## config.mk

```make
export PLATFORM = sky130hd
export DESIGN_NAME = demux_1_to_2_buf
export DESIGN_NICKNAME = d
export VERILOG_FILES = /design/src/rtl/demux_pkg.sv /design/src/rtl/demux_fifo.sv /design/src/rtl/demux_1_to_2_buf.sv
export SDC_FILE = /design/constraint.sdc
export NUM_CORES = 1
export LEC_CHECK = 0
export BUFFER_PORTS_ARGS = -buffer_cell sky130_fd_sc_hd__buf_2
export CORE_ASPECT_RATIO = 1.1
export CORE_UTILIZATION = 55
export CTS_CLUSTER_SIZE = 40
export DETAILED_ROUTE_END_ITERATION = 6
export HOLD_SLACK_MARGIN = 0.02
export PLACE_DENSITY = 0.79
export REMOVE_ABC_BUFFERS = 1
export SLEW_MARGIN = 10
export SYNTH_ARGS = -nofsm -noshare
export SYNTH_HDL_FRONTEND = slang
export SYNTH_SLANG_ARGS = --single-unit
```

## constraint.sdc

```tcl
create_clock -name clk -period 6 [get_ports clk]
set_input_delay 1.2 -clock clk [delete_from_list [all_inputs] [get_ports clk]]
set_output_delay 1.2 -clock clk [all_outputs]
set_load 0.02 [all_outputs]
```

## src/rtl/demux_pkg.sv

```systemverilog
// Shared constants and helpers for the 1-to-2 buffered router.
// Used by demux_fifo and demux_1_to_2_buf.
package demux_pkg;

    localparam logic CH1_SEL = 1'b0;
    localparam logic CH2_SEL = 1'b1;

    localparam int DEFAULT_WIDTH = 32;
    localparam int DEFAULT_DEPTH = 4;

    localparam int STAT_W = 32;

    typedef enum logic {
        CH1 = CH1_SEL,
        CH2 = CH2_SEL
    } channel_e;

    // Saturating increment for the statistics counters.
    function automatic logic [STAT_W-1:0] sat_inc(input logic [STAT_W-1:0] value);
        return (&value) ? value : value + STAT_W'(1);
    endfunction

endpackage

```

## src/rtl/demux_fifo.sv

```systemverilog
// Parameterised synchronous FIFO with head-of-queue data output.
// Head data reads as zero whenever the FIFO is empty.
module demux_fifo
    import demux_pkg::*;
#(
    parameter int WIDTH = DEFAULT_WIDTH,
    parameter int DEPTH = DEFAULT_DEPTH
) (
    input  logic                       clk,
    input  logic                       rst_n,
    input  logic                       push,
    input  logic [WIDTH-1:0]           push_data,
    input  logic                       pop,
    output logic                       full,
    output logic                       empty,
    output logic [$clog2(DEPTH):0]     count,
    output logic [WIDTH-1:0]           head_data
);

    localparam int AW = $clog2(DEPTH);
    localparam int CW = AW + 1;

    logic [WIDTH-1:0] mem [DEPTH];
    logic [AW-1:0]    wr_ptr;
    logic [AW-1:0]    rd_ptr;
    logic [CW-1:0]    count_q;
    logic             do_push;
    logic             do_pop;

    assign full    = (count_q == CW'(DEPTH));
    assign empty   = (count_q == '0);
    assign count   = count_q;
    assign do_push = push && !full;
    assign do_pop  = pop && !empty;

    // NOTE: storage has no reset; the count alone decides what is valid, so
    // clearing the array would only cost reset fan-out.
    always_ff @(posedge clk) begin
        if (do_push) begin
            mem[wr_ptr] <= push_data;
        end
    end

    // NOTE: sequential state uses non-blocking assignments only, so every
    // register samples pre-edge values regardless of statement order.
    always_ff @(posedge clk or negedge rst_n) begin
        if (!rst_n) begin
            wr_ptr  <= '0;
            rd_ptr  <= '0;
            count_q <= '0;
        end else begin
            if (do_push) begin
                wr_ptr <= wr_ptr + AW'(1);
            end
            if (do_pop) begin
                rd_ptr <= rd_ptr + AW'(1);
            end
            unique case ({do_push, do_pop})
                2'b10:   count_q <= count_q + CW'(1);
                2'b01:   count_q <= count_q - CW'(1);
                default: count_q <= count_q;
            endcase
        end
    end

    assign head_data = empty ? '0 : mem[rd_ptr];

endmodule

```

## src/rtl/demux_1_to_2_buf.sv

```systemverilog
// Registered 1-to-2 router: one producer stream steered by Select into two
// independent FIFOs. Optional statistics ports under DEMUX_1_TO_2_BUF_STATS_EN.
module demux_1_to_2_buf
    import demux_pkg::*;
#(
    parameter int WIDTH = DEFAULT_WIDTH,
    parameter int DEPTH = DEFAULT_DEPTH
) (
    input  logic               clk,
    input  logic               rst_n,
    input  logic               Select,
    input  logic [WIDTH-1:0]   Data_i,
    input  logic               Valid_i,
    output logic               Ready_i,
    output logic [WIDTH-1:0]   Data_o1,
    output logic               Valid_o1,
    input  logic               Ready_o1,
    output logic [WIDTH-1:0]   Data_o2,
    output logic               Valid_o2,
    input  logic               Ready_o2
`ifdef DEMUX_1_TO_2_BUF_STATS_EN
    ,
    output logic [STAT_W-1:0]  Count_o1,
    output logic [STAT_W-1:0]  Count_o2,
    output logic [STAT_W-1:0]  Stall_o
`endif
);

    localparam int CW = $clog2(DEPTH) + 1;

    channel_e       sel_ch;
    logic           push;
    logic           push1;
    logic           push2;
    logic           pop1;
    logic           pop2;
    logic           full1;
    logic           full2;
    logic           empty1;
    logic           empty2;
    logic [CW-1:0]  count1;
    logic [CW-1:0]  count2;

    assign sel_ch = channel_e'(Select);

    // Ready depends only on Select and registered FIFO state, never on the
    // consumer readies, so a pop on a full channel cannot admit a push.
    assign Ready_i = (sel_ch == CH2) ? !full2 : !full1;

    assign push  = Valid_i && Ready_i;
    assign push1 = push && (sel_ch == CH1);
    assign push2 = push && (sel_ch == CH2);

    assign pop1 = Ready_o1 && !empty1;
    assign pop2 = Ready_o2 && !empty2;

    assign Valid_o1 = (count1 != '0);
    assign Valid_o2 = (count2 != '0);

    demux_fifo #(
        .WIDTH (WIDTH),
        .DEPTH (DEPTH)
    ) u_fifo1 (
        .clk       (clk),
        .rst_n     (rst_n),
        .push      (push1),
        .push_data (Data_i),
        .pop       (pop1),
        .full      (full1),
        .empty     (empty1),
        .count     (count1),
        .head_data (Data_o1)
    );

    demux_fifo #(
        .WIDTH (WIDTH),
        .DEPTH (DEPTH)
    ) u_fifo2 (
        .clk       (clk),
        .rst_n     (rst_n),
        .push      (push2),
        .push_data (Data_i),
        .pop       (pop2),
        .full      (full2),
        .empty     (empty2),
        .count     (count2),
        .head_data (Data_o2)
    );

`ifdef DEMUX_1_TO_2_BUF_STATS_EN
    always_ff @(posedge clk or negedge rst_n) begin
        if (!rst_n) begin
            Count_o1 <= '0;
            Count_o2 <= '0;
            Stall_o  <= '0;
        end else begin
            if (pop1) begin
                Count_o1 <= sat_inc(Count_o1);
            end
            if (pop2) begin
                Count_o2 <= sat_inc(Count_o2);
            end
            if (Valid_i && !Ready_i) begin
                Stall_o <= sat_inc(Stall_o);
            end
        end
    end
`endif

endmodule

```

==> results of run 1 <==
[layer usage]
metal,global-route usage (%),wire length (um)
met5,0,31
met4,6.14,320
met3,3.52,1180
met2,35.0,9940
met1,28.2,7820
[worst paths after layout]
path	end	slack [ns]	depth (start not counted)
setup / recovery	Data_o2[21]	2.21	4
hold / removal	u_fifo1.rd_ptr[0]	0.48	1
setup reg to reg	u_fifo2.count[2]	3.29	8
hold reg to reg	u_fifo1.rd_ptr[0]	0.48	1
max in group asynchronous	u_fifo2.rd_ptr[1]	5.16	1
min in group asynchronous	u_fifo2.count[1]	0.57	1
[placed cells by master (no fill, tap or decap), types with 6 or more instances in the layout]
cell | Yosys | layout
and2_1 | 70 | 66
clkinv_1 | 0 | 6
clkbuf_16 | 0 | 27
buf_2 | 7 | 104
dfrtp_1 | 14 | 10
edfxtp_1 | 256 | 256
clkbuf_1 | 11 | 7
xor2_1 | 6 | 6
xnor2_1 | 6 | 6
inv_1 | 12 | 12
mux4_2 | 64 | 64
ha_1 | 10 | 10
and2_2 | 4 | 8
[state kept, by name, indices dropped and copies added, names as in the netlist]
signal and flops:
u_fifo2.rd_ptr 2, u_fifo1.mem 128, u_fifo2.mem 128, u_fifo1.rd_ptr 2, u_fifo2.count 3, u_fifo2.wr_ptr 2, u_fifo1.count 3, u_fifo1.wr_ptr 2
[area by class of cell]
cell class,instances,area [um2]
flip-flops and latches,270,8040
well taps,243,304
inverters,12,45.0
clock buffers,34,702
multi-input cells,180,2300
repair buffers,107,543
clock inverters,9,62.6
fillers,1239,6540
[per-stage QoR]
| step | instances | total power, mW | area, um2 | utilization, % |
|---|---|---|---|---|
| floorplan | 462 | 3.89 | 10400 | - |
| global placement | 812 | 4.52 | 11200 | 60.6 |
| detailed placement | 812 | 4.58 | 11200 | 60.6 |
| CTS | 855 | 6.06 | 12000 | 64.7 |
| global route | 855 | 6.28 | 12000 | 64.7 |
| finish | 855 | 5.99 | 12000 | 64.7 |
[kinds of logic (layout without fill, tap and decap cells)]
group,count (synthesis),count (layout),synth area share (%)
flops,270,270,76.5
simple gates,86,86,5.05
mux,67,67,14.1
buf+inv,37,162,1.69
fa+ha+maj,12,12,1.57
xor+xnor,12,12,1.00
compound gates,3,3,0.155
[power groups by stage]
stage / sequential (mW) / combinational (mW) / clock [mW]
2_1_floorplan: 2.56 / 1.33 / 0
4_1_cts: 2.54 / 2.02 / 1.50
3_3_place_gp: 2.56 / 1.97 / 0
5_1_grt: 2.56 / 2.13 / 1.58
6_report: 2.53 / 1.97 / 1.48
3_5_place_dp: 2.57 / 2.00 / 0
==> flow_summary.json, run 1 <==
{
  "hold_buffers": 0,
  "die-area_um2": 19700,
  "drive_gt1_share_pct": 35.1,
  "portBuffers": 104,
  "synthFlopType": "edfxtp_1",
  "cp_slowest_stage_delay_ns": 0.74,
  "setup_ws_ns": 2.21,
  "clk_pin_slew_ns": 0.06,
  "drt-total-wl_um": 19300,
  "cts_tree": "built",
  "crit_family": "flip-flops",
  "rr_startpoint": "u_fifo2.count[2]",
  "synth-seq-cells": 270,
  "synth-edff-count": 256,
  "startpoint": "u_fifo2.rd_ptr[0]",
  "row_count": 52,
  "postSynthAreaPerCell_um2": 21.6,
  "ctsResizeCount": 0,
  "cts-root-buf": "clkbuf_16",
  "crit_buf_inv": 2,
  "grt_usage_pct": 20.8,
  "period_share_pct": 63.2,
  "grt-ovfl-total": 0,
  "die_h_um": 147,
  "synth_common_cells": "256 x edfxtp_1, 70 x and2_1, 64 x mux4_2, 14 x dfrtp_1, 12 x inv_1",
  "crit_required_ns": 4.80,
  "end_kind": "primary output",
  "num_antenna_cells": 0,
  "slew_headroom_pct": 26.4,
  "cts_sinks": 270,
  "detail-route-antenna-nets": 0,
  "rsz0062_at_grt": "no",
  "ys_seq_area_share_pct": 76.5,
  "p_per_area_nw_per_um2": 499,
  "hp-start": "u_fifo1.rd_ptr[0]",
  "syn2layout_area_growth_pct": 14.2,
  "via_per_inst": 5.77,
  "cp.arrival_ns": 2.59,
  "grt_pass1_wl_um": 30300,
  "cts_buffers": 26,
  "period_minus_slack_ns": 3.79,
  "synth_cell_type_count": 26,
  "power_leakage_nw": 4.12,
  "gp_congestion": 0.744,
  "async_flop_share_pct": 5.19,
  "status": "complete, no violations",
  "drcViolationCount": 0,
  "io_pins": 105,
  "pre_cts_slack_ns": 2.68,
  "synth.area.top_cells": "edfxtp_1 73%, mux4_2 14%, and2_1 4.2%, dfrtp_1 3.3%, ha_1 1.2%",
  "start_util_pct": 56.7,
  "die_width_um": 134,
  "internal-power_mw": 4.06,
  "hold_class": "flop to flop",
  "post_cts_buffers": 0,
  "vias": 4933,
  "grt_pass1_vias": 5332,
  "setup_viol": 0,
  "path_class": "flop to primary output",
  "combPwrFrac_pct": 33.0,
  "core-area_um2": 18500,
  "hpwl_um": 11200,
  "peakVddDrop_uv": 306,
  "slew_violations": 0,
  "fmax_mhz": 264,
  "post-synth-top-count-cell": "edfxtp_1",
  "cp_max_fo": 18,
  "tns_ns": 0,
  "syn_inst": 487,
  "swShare_pct": 32.2,
  "drv_cap": 0,
  "syn-cell-area_um2": 10500,
  "htreeDepth": 1,
  "grt_max_degree": 36,
  "clkPwrFrac_pct": 24.7,
  "startpoint_type": "flop",
  "clkLatencyLatePin_ns": 0.52,
  "cts.path.max_buffers": 3,
  "drt_iter0_drc": 379,
  "yosys_warnings": 0,
  "antenna_found_initial": 2,
  "seqPwrFrac_pct": 42.3,
  "slowest_stage": "dfrtp_2",
  "hold_viol_final": 0,
  "finalClockSkew_ns": 0.0137,
  "post_drt_wl_per_cell_um": 22.6,
  "p_switching_mw": 1.93,
  "worst_pin_slew_ns": 1.10,
  "synth_top_area_share_pct": 73.1,
  "synth_top_area_cell": "edfxtp_1",
  "whs_ns": 0.484,
  "crit_chain": "buf_4 > mux4_2 > and2_1 > buf_2",
  "num-nets-final": 647,
  "drt_first_pass_iters": 4
}
Power figures use the tool's default switching activity.
==> run 2, diff against run 1 <==
Settings changed: ABC_AREA set to 1.
Clock period 6 ns to 3.8 ns, I/O delays scaled along.
==> run 2 against run 1 <==
Effect of this change: sequential share of layout area is 7.3 points lower; power is 76% higher; via count is 64% higher; setup slack worse by 1.7 ns; die area is 11% higher; flip-flop and latch count stayed put; largest cell class unchanged.
==> flow_summary.json, run 2 <==
{
  "status": "complete, no violations",
  "via_per_inst": 5.26,
  "crit_required_ns": 3.04,
  "cts_sinks": 270,
  "hold_viol_final": 0,
  "drv_cap": 0,
  "postSynthAreaPerCell_um2": 10.4,
  "final_cells": 1541,
  "internal-power_mw": 6.32,
  "post-synth-top-count-cell": "inv_1",
  "detail-route-antenna-nets": 0,
  "grt_pass1_vias": 8098,
  "die_width_um": 141,
  "grt_max_degree": 48,
  "cts.path.max_buffers": 3,
  "cp_max_fo": 34,
  "rr_startpoint": "u_fifo1.count[1]",
  "rrSetupSlack_ns": 1.23,
  "antenna_found_initial": 1,
  "synth-edff-count": 256,
  "drcViolationCount": 0,
  "post_drt_wl_per_cell_um": 17.6,
  "cts_tree": "built",
  "synth_common_cells": "287 x inv_1, 285 x nand2_1, 256 x edfxtp_1, 138 x nand3_1, 64 x a21oi_1",
  "clkPwrFrac_pct": 24.5,
  "swShare_pct": 40.0,
  "syn2layout_area_growth_pct": 15.0,
  "io_pins": 105,
  "synth_cell_type_count": 16,
  "end_kind": "primary output",
  "core-area_um2": 20700,
  "rsz0062_at_grt": "no",
  "whs_ns": 0.147,
  "slew_violations": 0,
  "slowest_stage": "dfrtp_2",
  "startpoint": "u_fifo2.rd_ptr[0]",
  "grt_pass1_wl_um": 42000,
  "synth_top_area_cell": "edfxtp_1",
  "async_flop_share_pct": 5.19,
  "finalClockSkew_ns": 0.00655,
  "post_cts_buffers": 0,
  "cts_buffers": 27,
  "htreeDepth": 1,
  "drt_iter0_drc": 682,
  "period_minus_slack_ns": 3.33,
  "seqCellArea_um2": 8040,
  "portBuffers": 104,
  "start_util_pct": 56.6,
  "crit_family": "flip-flops",
  "drt_first_pass_iters": 5,
  "worst_pin_slew_ns": 0.881,
  "layout_commonest_cell": "inv_1",
  "power_leakage_nw": 6.12,
  "fillers": 1505,
  "synth.area.top_cells": "edfxtp_1 66%, inv_1 9.2%, nand2_1 9.1%, nand3_1 5.9%, dfrtp_1 3.0%",
  "path_class": "flop to primary output",
  "syn-cell-area_um2": 11700,
  "grt_usage_pct": 25.3,
  "crit_chain": "inv_2 > buf_4 > nand2_1 > nand3_1 > a21oi_1 > buf_2",
  "ys_seq_area_share_pct": 68.6,
  "dp.cells": 1491,
  "multi_input_area_um2": 2430,
  "cts-root-buf": "clkbuf_16",
  "seqPwrFrac_pct": 36.5,
  "hold_buffers": 0,
  "die_h_um": 155,
  "critical_path_depth": 6,
  "hpwl_um": 16500,
  "reg2regPathDepth": 5,
  "vias": 8098,
  "reg_top3": "u_fifo1.mem x128, u_fifo2.mem x128",
  "synthFlopType": "edfxtp_1",
  "rr_endpoint": "u_fifo1.mem[2][1]",
  "yosys_warnings": 0,
  "setup_viol": 0,
  "grt-ovfl-total": 0,
  "slew_headroom_pct": 41.2,
  "cp.arrival_ns": 2.57,
  "hold_class": "input pin to async pin",
  "synth_top_area_share_pct": 65.6,
  "ctsResizeCount": 0,
  "drive_gt1_share_pct": 14.3,
  "cp_slowest_stage_delay_ns": 0.82,
  "p_switching_mw": 4.22,
  "combPwrFrac_pct": 39.0,
  "syn_inst": 1128,
  "gp_congestion": 0.782,
  "p_per_area_nw_per_um2": 782,
  "num-nets-final": 1285,
  "clkLatencyLatePin_ns": 0.52,
  "peakVddDrop_uv": 458,
  "clk_pin_slew_ns": 0.06,
  "drt-total-wl_um": 27100,
  "period_share_pct": 87.5,
  "startpoint_type": "flop",
  "fmax_mhz": 301,
  "tns_ns": 0,
  "p_total_mw": 10.5,
  "die-area_um2": 21900,
  "final_cell_mix": "287 x inv_1, 285 x nand2_1, 256 x edfxtp_1",
  "row_count": 55,
  "synth-seq-cells": 270,
  "crit_buf_inv": 3,
  "crit_end": "Data_o2[31]"
}
run 2: cell count changes after synthesis, moves of 29 or more:
cell	change
inv_1	+275
nand3_1	+136
mux4_2	-64
buf_2	+29
and2_1	-70
nand2_1	+283
a21oi_1	+63
run 2: worst min-delay path by stage:
stage / cells after the start / slack (ns) / start / end
floorplan: 1 / 0.45 / u_fifo1.count[0] / u_fifo1.count[0]
global placement: 1 / 0.46 / u_fifo1.count[0] / u_fifo1.count[0]
detailed placement: 1 / 0.46 / u_fifo2.count[0] / u_fifo2.count[0]
CTS: 1 / 0.14 / rst_n / u_fifo2.count[2]
global route: 1 / 0.17 / rst_n / u_fifo2.wr_ptr[1]
finish: 1 / 0.15 / rst_n / u_fifo2.wr_ptr[1]
run 2: power by group through the flow:
| stage | registers [mW] | logic (mW) | clock network, mW |
|---|---|---|---|
| floorplan | 3.98 | 2.41 | 0 |
| global placement | 3.87 | 3.98 | 0 |
| detailed placement | 3.90 | 4.08 | 0 |
| CTS | 3.84 | 4.14 | 2.60 |
| global route | 3.87 | 4.47 | 2.71 |
| finish | 3.85 | 4.11 | 2.58 |
run 2: cell type report:
type,instances,area share [%]
Antenna cell,1,0.0186
Clock buffer,28,5.04
Clock inverter,21,1.33
Inverter,289,8.05
Multi-Input combinational cell,521,18.0
Sequential cell,270,59.7
Tap cell,285,2.65
Timing Repair Buffer,126,5.18
run 2: metrics by stage:
stage | utilization, % | setup slack (ns) | cell area [um2]
2_1_floorplan | - | 0.406 | 11500
3_3_place_gp | 60.9 | 1.05 | 12600
3_5_place_dp | 60.9 | 0.956 | 12600
4_1_cts | 65.0 | 0.477 | 13500
5_1_grt | 65.0 | 0.351 | 13500
6_report | 65.0 | 0.474 | 13500
run 2: routing by layer:
metal / up-vias / track usage [%] / wire (um)
met3: 70 / 3.94 / 2020
met2: 390 / 43.9 / 13600
li1: 3776 / - / -
met5: - / 0 / 0
met1: 3862 / 32.2 / 10700
met4: 0 / 9.68 / 794
run 2: logic make-up (layout without fill, tap and decap cells):
| group | after synthesis | count (layout) | synth area share [%] |
|---|---|---|---|
| AOI/OAI and AO/OA | 68 | 68 | 2.90 |
| adders and majority gates | 12 | 12 | 1.41 |
| xor gates and xnor gates | 4 | 4 | 0.299 |
| other | 0 | 1 | 0 |
| DFF | 270 | 270 | 68.6 |
| and+or+nand+nor | 437 | 437 | 15.6 |
| buffers and inverters | 337 | 464 | 11.2 |
